$ cat src/rtl/calc_pkg.sv
// Shared encodings for the calculator sequencer: key codes, ALU opcodes,
// error codes and the sequencer state enumeration.
package calc_pkg;

    localparam int DATA_W = 16;

    localparam logic [3:0] KEY_ADD = 4'd10;
    localparam logic [3:0] KEY_SUB = 4'd11;
    localparam logic [3:0] KEY_MUL = 4'd12;
    localparam logic [3:0] KEY_DIV = 4'd13;
    localparam logic [3:0] KEY_EQ  = 4'd14;
    localparam logic [3:0] KEY_CLR = 4'd15;

    typedef enum logic [1:0] {
        ALU_ADD = 2'b00,
        ALU_SUB = 2'b01,
        ALU_MUL = 2'b10,
        ALU_DIV = 2'b11
    } alu_op_e;

    typedef enum logic [1:0] {
        ERR_NONE = 2'b00,
        ERR_OVF  = 2'b01,
        ERR_DZ   = 2'b10,
        ERR_TMO  = 2'b11
    } err_e;

    typedef enum logic [2:0] {
        ST_IDLE,
        ST_OPA,
        ST_OPB,
        ST_EXEC,
        ST_WAIT,
        ST_SHOW,
        ST_ERR
    } state_e;

    function automatic logic is_digit(input logic [3:0] k);
        return k <= 4'd9;
    endfunction

    function automatic logic is_operator(input logic [3:0] k);
        return (k >= KEY_ADD) && (k <= KEY_DIV);
    endfunction

    // Operator keys are not contiguous with the opcode bits, so map explicitly.
    function automatic alu_op_e key_to_op(input logic [3:0] k);
        alu_op_e op;
        case (k)
            KEY_SUB: op = ALU_SUB;
            KEY_MUL: op = ALU_MUL;
            KEY_DIV: op = ALU_DIV;
            default: op = ALU_ADD;
        endcase
        return op;
    endfunction

endpackage

$ cat src/rtl/calc_dec_acc.sv
// Decimal digit accumulator: acc*10 + digit with saturation at the 16-bit
// maximum. Purely combinational; the caller owns the register.
module calc_dec_acc
    import calc_pkg::*;
(
    input  logic [DATA_W-1:0] acc_in,
    input  logic              restart,
    input  logic [3:0]        digit,
    output logic [DATA_W-1:0] acc_out,
    output logic              sat
);

    // Four guard bits hold 65535*10+9 without wrap.
    logic [DATA_W+3:0] base;
    logic [DATA_W+3:0] sum;

    always_comb begin
        base    = restart ? '0 : {4'd0, acc_in};
        sum     = (base << 3) + (base << 1) + {{DATA_W{1'b0}}, digit};
        sat     = |sum[DATA_W+3:DATA_W];
        acc_out = sat ? '1 : sum[DATA_W-1:0];
    end

endmodule

$ cat src/rtl/calc_sequencer.sv
// Keypad-driven calculator sequencer: accumulates two decimal operands,
// issues one ALU request per equals key and tracks ALU errors and timeouts.
module calc_sequencer
    import calc_pkg::*;
#(
    parameter int TIMEOUT_CYCLES = 64
) (
    input  logic              clk,
    input  logic              rst,
    input  logic              key_valid,
    input  logic [3:0]        key_code,
    output logic              alu_start,
    output logic [1:0]        alu_op,
    output logic [DATA_W-1:0] alu_a,
    output logic [DATA_W-1:0] alu_b,
    input  logic              alu_done,
    input  logic [DATA_W-1:0] alu_result,
    input  logic              alu_ovf,
    input  logic              alu_dz,
    output logic [DATA_W-1:0] disp_value,
    output logic              busy,
    output logic [1:0]        err_code
);

    localparam int               CNT_W    = $clog2(TIMEOUT_CYCLES) + 1;
    localparam logic [CNT_W-1:0] TMO_LAST = CNT_W'(TIMEOUT_CYCLES - 1);

    state_e            state_q, state_d;
    logic [DATA_W-1:0] acc_a_q, acc_a_d;
    logic [DATA_W-1:0] acc_b_q, acc_b_d;
    logic [DATA_W-1:0] disp_q, disp_d;
    alu_op_e           op_q, op_d;
    err_e              err_q, err_d;
    logic [CNT_W-1:0]  tmo_cnt_q, tmo_cnt_d;

    logic [DATA_W-1:0] acc_a_dig, acc_b_dig;
    logic              acc_a_sat, acc_b_sat;
    logic              key_clr, key_dig, key_op, key_eq;

    assign key_clr = key_valid && (key_code == KEY_CLR);
    assign key_dig = key_valid && is_digit(key_code);
    assign key_op  = key_valid && is_operator(key_code);
    assign key_eq  = key_valid && (key_code == KEY_EQ);

    // A digit after a finished result (or from idle) starts a fresh operand.
    calc_dec_acc u_acc_a (
        .acc_in  (acc_a_q),
        .restart ((state_q == ST_IDLE) || (state_q == ST_SHOW)),
        .digit   (key_code),
        .acc_out (acc_a_dig),
        .sat     (acc_a_sat)
    );

    calc_dec_acc u_acc_b (
        .acc_in  (acc_b_q),
        .restart (1'b0),
        .digit   (key_code),
        .acc_out (acc_b_dig),
        .sat     (acc_b_sat)
    );

    always_ff @(posedge clk or negedge rst) begin
        if (!rst) begin
            state_q   <= ST_IDLE;
            acc_a_q   <= '0;
            acc_b_q   <= '0;
            disp_q    <= '0;
            op_q      <= ALU_ADD;
            err_q     <= ERR_NONE;
            tmo_cnt_q <= '0;
        end else begin
            state_q   <= state_d;
            acc_a_q   <= acc_a_d;
            acc_b_q   <= acc_b_d;
            disp_q    <= disp_d;
            op_q      <= op_d;
            err_q     <= err_d;
            tmo_cnt_q <= tmo_cnt_d;
        end
    end

    always_comb begin
        state_d   = state_q;
        acc_a_d   = acc_a_q;
        acc_b_d   = acc_b_q;
        disp_d    = disp_q;
        op_d      = op_q;
        err_d     = err_q;
        tmo_cnt_d = tmo_cnt_q;

        if (key_clr) begin
            state_d   = ST_IDLE;
            acc_a_d   = '0;
            acc_b_d   = '0;
            disp_d    = '0;
            err_d     = ERR_NONE;
            tmo_cnt_d = '0;
        end else begin
            case (state_q)
                ST_IDLE, ST_OPA, ST_SHOW: begin
                    if (key_dig) begin
                        acc_a_d = acc_a_dig;
                        disp_d  = acc_a_dig;
                        state_d = acc_a_sat ? ST_ERR : ST_OPA;
                        if (acc_a_sat) err_d = ERR_OVF;
                    end else if (key_op && (state_q != ST_IDLE)) begin
                        op_d    = key_to_op(key_code);
                        acc_b_d = '0;
                        state_d = ST_OPB;
                    end
                end
                ST_OPB: begin
                    if (key_dig) begin
                        acc_b_d = acc_b_dig;
                        disp_d  = acc_b_dig;
                        if (acc_b_sat) begin
                            state_d = ST_ERR;
                            err_d   = ERR_OVF;
                        end
                    end else if (key_op) begin
                        op_d = key_to_op(key_code);
                    end else if (key_eq) begin
                        state_d = ST_EXEC;
                    end
                end
                ST_EXEC: begin
                    state_d   = ST_WAIT;
                    tmo_cnt_d = '0;
                end
                ST_WAIT: begin
                    // Completion on the last counted cycle takes priority over timeout.
                    if (alu_done) begin
                        if (alu_dz) begin
                            state_d = ST_ERR;
                            err_d   = ERR_DZ;
                        end else if (alu_ovf) begin
                            state_d = ST_ERR;
                            err_d   = ERR_OVF;
                        end else begin
                            acc_a_d = alu_result;
                            disp_d  = alu_result;
                            state_d = ST_SHOW;
                        end
                    end else if (tmo_cnt_q == TMO_LAST) begin
                        state_d = ST_ERR;
                        err_d   = ERR_TMO;
                    end else begin
                        tmo_cnt_d = tmo_cnt_q + CNT_W'(1);
                    end
                end
                ST_ERR:  state_d = ST_ERR;
                default: state_d = ST_IDLE;
            endcase
        end
    end

    always_comb begin
        alu_start  = (state_q == ST_EXEC);
        busy       = (state_q == ST_EXEC) || (state_q == ST_WAIT);
        alu_op     = op_q;
        alu_a      = acc_a_q;
        alu_b      = acc_b_q;
        disp_value = disp_q;
        err_code   = err_q;
    end

endmodule

$ cat config.mk
export PLATFORM = sky130hd
export DESIGN_NAME = calc_sequencer
export DESIGN_NICKNAME = d
export VERILOG_FILES = /design/src/rtl/calc_pkg.sv /design/src/rtl/calc_dec_acc.sv /design/src/rtl/calc_sequencer.sv
export SDC_FILE = /design/constraint.sdc
export NUM_CORES = 1
export LEC_CHECK = 0
export CORE_UTILIZATION = 40
export CTS_BUF_LIST = sky130_fd_sc_hd__clkbuf_8
export DETAILED_ROUTE_END_ITERATION = 7
export HOLD_SLACK_MARGIN = 0.02
export PLACE_DENSITY = 0.68
export RECOVER_POWER = 25
export SETUP_SLACK_MARGIN = 0.2
export SLEW_MARGIN = 0
export SYNTH_ARGS = -nofsm -noshare
export SYNTH_HDL_FRONTEND = slang
export SYNTH_SLANG_ARGS = --single-unit
$ cat constraint.sdc
create_clock -name clk -period 4.2 [get_ports clk]
set_input_delay 0.42 -clock clk [delete_from_list [all_inputs] [get_ports clk]]
set_output_delay 0.42 -clock clk [all_outputs]
set_load 0.005 [all_outputs]
==> results of run 1 <==
worst max path at each step:
stage | startpoint | endpoint | slack [ns]
3_5_place_dp | key_code[2] | disp_value[13] | -0.14
4_1_cts | state_q[0] | alu_a[2] | 0.13
2_1_floorplan | state_q[0] | alu_a[14] | 0.21
3_3_place_gp | key_code[2] | alu_a[2] | -0.1
6_report | state_q[2] | alu_a[2] | 0.08
5_1_grt | state_q[0] | alu_a[2] | -0.09
layer usage:
metal  wire (um)  GRT usage
met3         737    0.03517
met4         422    0.09297
met1        8056     0.3378
met5           0          0
met2        8650     0.4314
timing repair:
item | in CTS | in global routing
buffers inserted | 8 | 3
resized for setup | 33 | 20
hold buffers | 0 | 0
setup endpoints to repair | 33 | 37
pin swaps | 12 | 13
cloned | 1 | 0
layout by cell type (no fill, tap or decap), drive strengths merged, types with 9 or more instances in the layout:
cell / netlist / final
ha: 63 / 63
nand2: 84 / 84
dfrtp: 62 / 62
xor2: 14 / 14
nor3: 42 / 42
nor2b: 23 / 23
a21oi: 37 / 37
inv: 16 / 16
nor2: 28 / 28
o21ai: 68 / 68
clkbuf: 32 / 12
o31ai: 21 / 21
buf: 3 / 64
nand3: 17 / 17
a21o: 9 / 9
o21a: 11 / 11
and3: 13 / 13
xnor2: 14 / 14
clkdlybuf4s50: 0 / 78
registers in the layout, summed over array words and instances (netlist names):
| signal | cells |
|---|---|
| tmo_cnt_q | 7 |
| err_code | 2 |
| alu_op | 2 |
| disp_value | 16 |
| alu_b | 16 |
| state_q | 3 |
| alu_a | 16 |
final cells by class:
cell class,count,area (sq um),share of cell area
clock buffer,11,151.4,0.02039
multi-input combinational,547,4049,0.5454
tap,176,220.2,0.02966
clock inverter,5,81.33,0.01096
sequential,62,1551,0.2090
inverter,16,60.06,0.008090
timing repair buffer,143,1310,0.1765
critical path: stages (launching register included):
cell and delay, ns:
dfrtp_1 0.42, nor2b_4 0.15, nor3_4 0.18, buf_6 0.17
nor2b_4 0.05, fa_1 0.53, inv_2 0.05, fa_2 0.41
nor2b_4 0.13, o31a_1 0.18, o311a_4 0.21, a21oi_2 0.08
o31a_1 0.30, or4_4 0.63, buf_12 0.17, o31ai_4 0.21
o21ai_1 0.10
cell families (layout without fill, tap and decap cells):
kind of cell,after synthesis,in the layout,share of synthesized area
AO/OA/AOI/OAI,212,212,0.2534
XOR/XNOR,28,28,0.04427
adder cells (fa/ha/maj),67,67,0.1568
buffers and inverters,51,175,0.03863
flip-flops,62,62,0.2801
multiplexers,2,2,0.004066
AND/OR/NAND/NOR,237,238,0.2227
metrics by stage:
stage            util  hold WS, ns  setup slack, ns  instance area (sq um)  instances
6_report       0.5561       0.4952          0.07814                   7423        960
5_1_grt        0.5561       0.5246         -0.09407                   7423        960
3_5_place_dp   0.5125       0.4773          -0.1389                   6840        932
2_1_floorplan       -       0.1244           0.2085                   5574        659
4_1_cts        0.5466       0.2620           0.1328                   7296        957
3_3_place_gp   0.5125       0.4827         -0.09594                   6840        932
==> summary.md, run 1 <==
| Metric | Value |
|---|---|
| Fin crit period | `4.122 ns` |
| All-Layer GR Usage | `0.2575` |
| 1st-iter DRT viols | `between 300 and 400` |
| Num Clock Sinks | `62` |
| Ys async rst share | `1.000` |
| First-pass GRT wire length | `29.07 mm` |
| Main synth FF type | `dfrtp_1` |
| 1st-pass router iterations | `5` |
| Worst Path Required | `4.40 ns` |
| Routability Congestion | `roughly 0.97` |
| I/O Buffers | `79` |
| Synth top area share | `0.2801` |
| RSZ-0062 raised after global routing | `true` |
| Synth Cell Area | `5539 sq um` |
| Area grow syn2layout | `34.02%` |
| Vias in the first global route | `between 5k and 6k` |
| Final Hold Viols | `0` |
| N_diodes | `0` |
| Reg2reg path depth | `16` |
| Hold Path Depth | `2` |
| Reg2reg start | `state_q[2]` |
| Clk pin slew, worst setup/hold paths | `0.08 ns` |
| WP data arrival | `between 4 and 5 ns` |
| Worst Path Max Fanout | `5` |
| Maximum clock frequency | `0.2426 GHz` |
| Clock Latency Late Sink | `0.36 ns` |
| Core area | `between 10000 and 15000 sq um` |
| Post-DP HPWL | `13.55 mm` |
| Initial core utilization | `0.4150` |
| R2R Setup Slk | `0.08 ns` |
| Post-synth EDFFs | `0` |
| Synth top area cells | `dfrtp_1 (28%), ha_1 (14%), nand2_1 (5.7%)` |
| Layout net count | `872` |
| #FFs+latches synth | `62` |
| Wire per inst | `18.61 um` |
| Skew final | `0.01028 ns` |
| Commonest cells in the netlist | `nand2_1 (84), ha_1 (63), dfrtp_1 (62)` |
| Min-delay src | `alu_op[1]` |
| Final period utilization | `0.9814` |
| Crit end category | `flip-flop` |
| Layout cell share with drive strength beyond 1 | `0.1888` |
| Post-synthesis cell type count | `60` |
| Initial antenna violation count | `0` |
| CTS buffer count | `9` |
| Max-Cap Viols | `1` |
| Critical path class | `reg2reg` |
| Failing checks | `max-capacitance violations, max-slew violations` |
| Gate Count Post-Synth | `659` |
| Max Buffers Root-to-Sink | `2` |
| TritonCTS clock tree | `yes` |
| Io pins | `80` |
| Die Area | `14320 sq um` |
| Slew margin rel. | `-1.275` |
| Root buffer cell | `clkbuf_8` |
| Filler instances | `1208` |
| Worst-margin pin slew | `3.413 ns` |
| Synth Area per Inst | `8.405 sq um` |
| Hold WC Path Type | `reg2reg` |
| Worst setup SP type | `flip-flop` |
| Routed Antenna Nets | `0` |
| FF-to-FF End | `alu_a[2]` |
| Most frequent cell after synthesis | `nand2_1` |
| H-tree levels | `3` |
| Height of the die | `119.7 um` |
| Final WL | `17.87 mm` |
| Final Setup Violations | `0` |
| Grt ovf | `0` |
| Setup tns final | `0 ns` |
| Core Rows | `42` |
| Mean number of vias per cell | `5.870` |
| Synth area leader | `dfrtp_1` |
| Hold Path Sink | `alu_op[1]` |
| Via count | `5635` |
| Remaining DRCs | `0` |
| Die width | `roughly 120 um` |
| Final Slew Violations | `63` |
| Largest net degree at the start of global routing | `63` |
| Synth Net Count | `approximately 750` |
| Status | `complete, but fails checks` |
| Sequential area share after synthesis | `0.2801` |
| Synth Warn # | `0` |
Power of run 1 is left out: the tool's default activity adds up to more than one toggle a clock period on the data nets, which glitch-free logic cannot reach.
==> run 2: changes to the inputs <==
--- a/config.mk
+++ b/config.mk
@@ -5,6 +5,7 @@
 export SDC_FILE = /design/constraint.sdc
 export NUM_CORES = 1
 export LEC_CHECK = 0
+export CORE_MARGIN = 5
 export CORE_UTILIZATION = 40
 export CTS_BUF_LIST = sky130_fd_sc_hd__clkbuf_8
 export DETAILED_ROUTE_END_ITERATION = 7
==> run 2 against run 1 <==
Hold slack got worse by 0.0054 ns. Via count increased by 0.73%. Setup slack improved by 0.053 ns. Non-clock buffer count decreased by 4. Global-route usage decreased by 2.5 points. Clock skew decreased by 0.0025 ns. Wire length increased by 7.1%. Final cell count increased by 0.10%. Maximum frequency increased by 1.3%. Highest routed layer unchanged. The run now ends clean. Sequential share of layout area decreased by 0.20 points. Final area increased by 0.96%. Critical path depth increased by 1.
==> summary.md, run 2 (synthesis gave the netlist of run 1 again) <==
| Metric | Value |
|---|---|
| M2 GR Usage | `0.3769 (-0.05446)` |
| CTS buffer count | `9 (unchanged)` |
| Status | `finished, final reports clean` |
| WP data arrival | `4.30 ns (-0.03 ns)` |
| Final Setup Violations | `0 (unchanged)` |
| Via count | `5676 (+0.73%)` |
| Met3 usage | `0.03917 (+0.003996)` |
| Die width | `127.7 um (+6.7%)` |
| Die Area | `16300 sq um (+14%)` |
| 1st-pass router iterations | `5 (unchanged)` |
| Crit end category | `flip-flop` |
| Initial core utilization | `0.4037 (-0.01124)` |
| Critical path class | `reg2reg` |
| N_diodes | `0 (unchanged)` |
| Routed Antenna Nets | `0 (unchanged)` |
| Mean number of vias per cell | `5.906 (+0.62%)` |
| TritonCTS clock tree | `yes` |
| I/O Buffers | `79 (unchanged)` |
| 1st-iter DRT viols | `420 (+15%)` |
| Fin crit period | `4.069 ns (-0.05269 ns)` |
| Final Hold Viols | `0 (unchanged)` |
| Grt ovf | `0 (unchanged)` |
| Max-Cap Viols | `0 (-1)` |
| Final Slew Violations | `0 (-100%)` |
| Core area | `13720 sq um (+2.8%)` |
| RSZ-0062 raised after global routing | `true` |
| First-pass GRT wire length | `30.02 mm (+3.3%)` |
| Most frequent cells in the layout | `nand2_1 (84), clkdlybuf4s50_1 (64), dfrtp_1 (62)` |
| Num Clock Sinks | `62 (unchanged)` |
| Worst Path Max Fanout | `7 (+2)` |
| Skew final | `0.007814 ns (-0.002464 ns)` |
| Max Buffers Root-to-Sink | `2 (unchanged)` |
| H-tree levels | `3 (unchanged)` |
| Initial antenna violation count | `0 (unchanged)` |
| Grt peak-use layer | `met2` |
| Layout net count | `869 (-0.34%)` |
| Maximum clock frequency | `0.2458 GHz (+1.3%)` |
| Post-DP HPWL | `14.32 mm (+5.7%)` |
| Io pins | `80 (unchanged)` |
| Worst-margin pin slew | `1.149 ns (-2.264 ns)` |
| Most common cell after layout, fill and taps aside | `nand2_1` |
| Final core occ | `0.5463 (-0.009865)` |
| Worst setup SP type | `flip-flop` |
| Hold WC Path Type | `reg2reg` |
| Vias in the first global route | `5671 (+0.23%)` |
| Final period utilization | `0.9688 (-0.01255)` |
| Clk pin slew, worst setup/hold paths | `0.07 ns (about the same)` |
| Clock Latency Late Sink | `0.36 ns (about the same)` |
| Slew margin rel. | `0.2337 (+1.509)` |
| Final WL | `19.13 mm (+7.1%)` |
| Remaining DRCs | `0 (unchanged)` |
| Largest net degree at the start of global routing | `45 (-29%)` |
| All-Layer GR Usage | `0.2329 (-0.02461)` |
| Root buffer cell | `clkbuf_8` |
| Met1 usage | `0.3169 (-0.02093)` |
| Core Rows | `43 (+2.4%)` |
| Layout cell share with drive strength beyond 1 | `0.1869 (-0.001836)` |
| Area grow syn2layout | `35.31%` |
| Height of the die | `127.7 um (+6.7%)` |
| Filler instances | `1274 (+5.5%)` |
| Wire per inst | `19.90 um (+6.9%)` |
| Routability Congestion | `0.8843 (-8.5%)` |
| Worst Path Required | `4.44 ns (+0.04 ns)` |
==> run 2: cell count changes in the layout (fill, tap and decap cells not counted), sizes merged <==
cell,before,now
clkbuf,12,15
buf,64,57
clkinv,2,1
clkinvlp,1,0
or4,2,3
dlygate4sd3,0,15
clkdlybuf4s50,78,64
inv,16,17
==> run 2: metrics by stage <==
step	hold slack, ns	setup TNS, ns	worst slack, ns	cell area, sq um	cells
5_1_grt	0.5238	-0.007931	-0.001920	7495	961
2_1_floorplan	0.1244	0	0.2085	5574	659
3_3_place_gp	0.3920	0	0.01494	6823	933
6_report	0.4897	0	0.1308	7495	961
4_1_cts	0.4949	0	0.2033	7271	959
3_5_place_dp	0.4038	-1.225	-0.1097	6823	933
==> run 2: area by class of cell <==
| type | instances | area [sq um] | area share |
|---|---|---|---|
| clock buffers | 12 | 165.2 | 0.02204 |
| multi-input cells | 548 | 4146 | 0.5533 |
| well taps | 180 | 225.2 | 0.03005 |
| flip-flops and latches | 62 | 1551 | 0.2070 |
| clock inverters | 4 | 68.82 | 0.009182 |
| repair buffers | 139 | 1277 | 0.1705 |
| inverters | 16 | 60.06 | 0.008013 |
==> run 2: worst paths after layout <==
check | end | start | slack, ns | cells past startpoint
max in group asynchronous | tmo_cnt_q[0] | rst | 1.68 | 3
min in group asynchronous | alu_b[5] | rst | 0.80 | 2
max | disp_value[10] | state_q[0] | 0.13 | 17
min reg2reg | alu_op[1] | alu_op[1] | 0.49 | 2
max reg2reg | disp_value[10] | state_q[0] | 0.13 | 17
min | alu_op[1] | alu_op[1] | 0.49 | 2
==> run 2: routing by layer <==
layer	share of wire	routed length (um)
met5	0	0
met4	0.030	567
met3	0.051	985
met2	0.47	9002
met1	0.45	8571
==> run 2: critical path, cell delays in order, from the launching register on <==
cell	delay, ns
dfrtp_1	0.40
buf_6	0.13
nor2b_4	0.13
nor3_4	0.05
buf_6	0.14
buf_6	0.13
nor2b_1	0.17
ha_1	0.29
ha_4	0.26
nor2b_4	0.13
o31a_1	0.27
o311a_4	0.39
a311oi_4	0.29
xnor2_2	0.14
or4_4	0.63
buf_12	0.19
nor3_4	0.11
o21ai_1	0.10
==> run 2: repair_timing <==
item,CTS,global route
setup buffers,7,2
gates cloned,2,0
resized for setup,28,42
setup endpoints to repair,33,46
hold buffers,1,0
endpoints found under the hold margin,9,0
pin swaps,11,34
Power of run 2 is left out for the same reason.
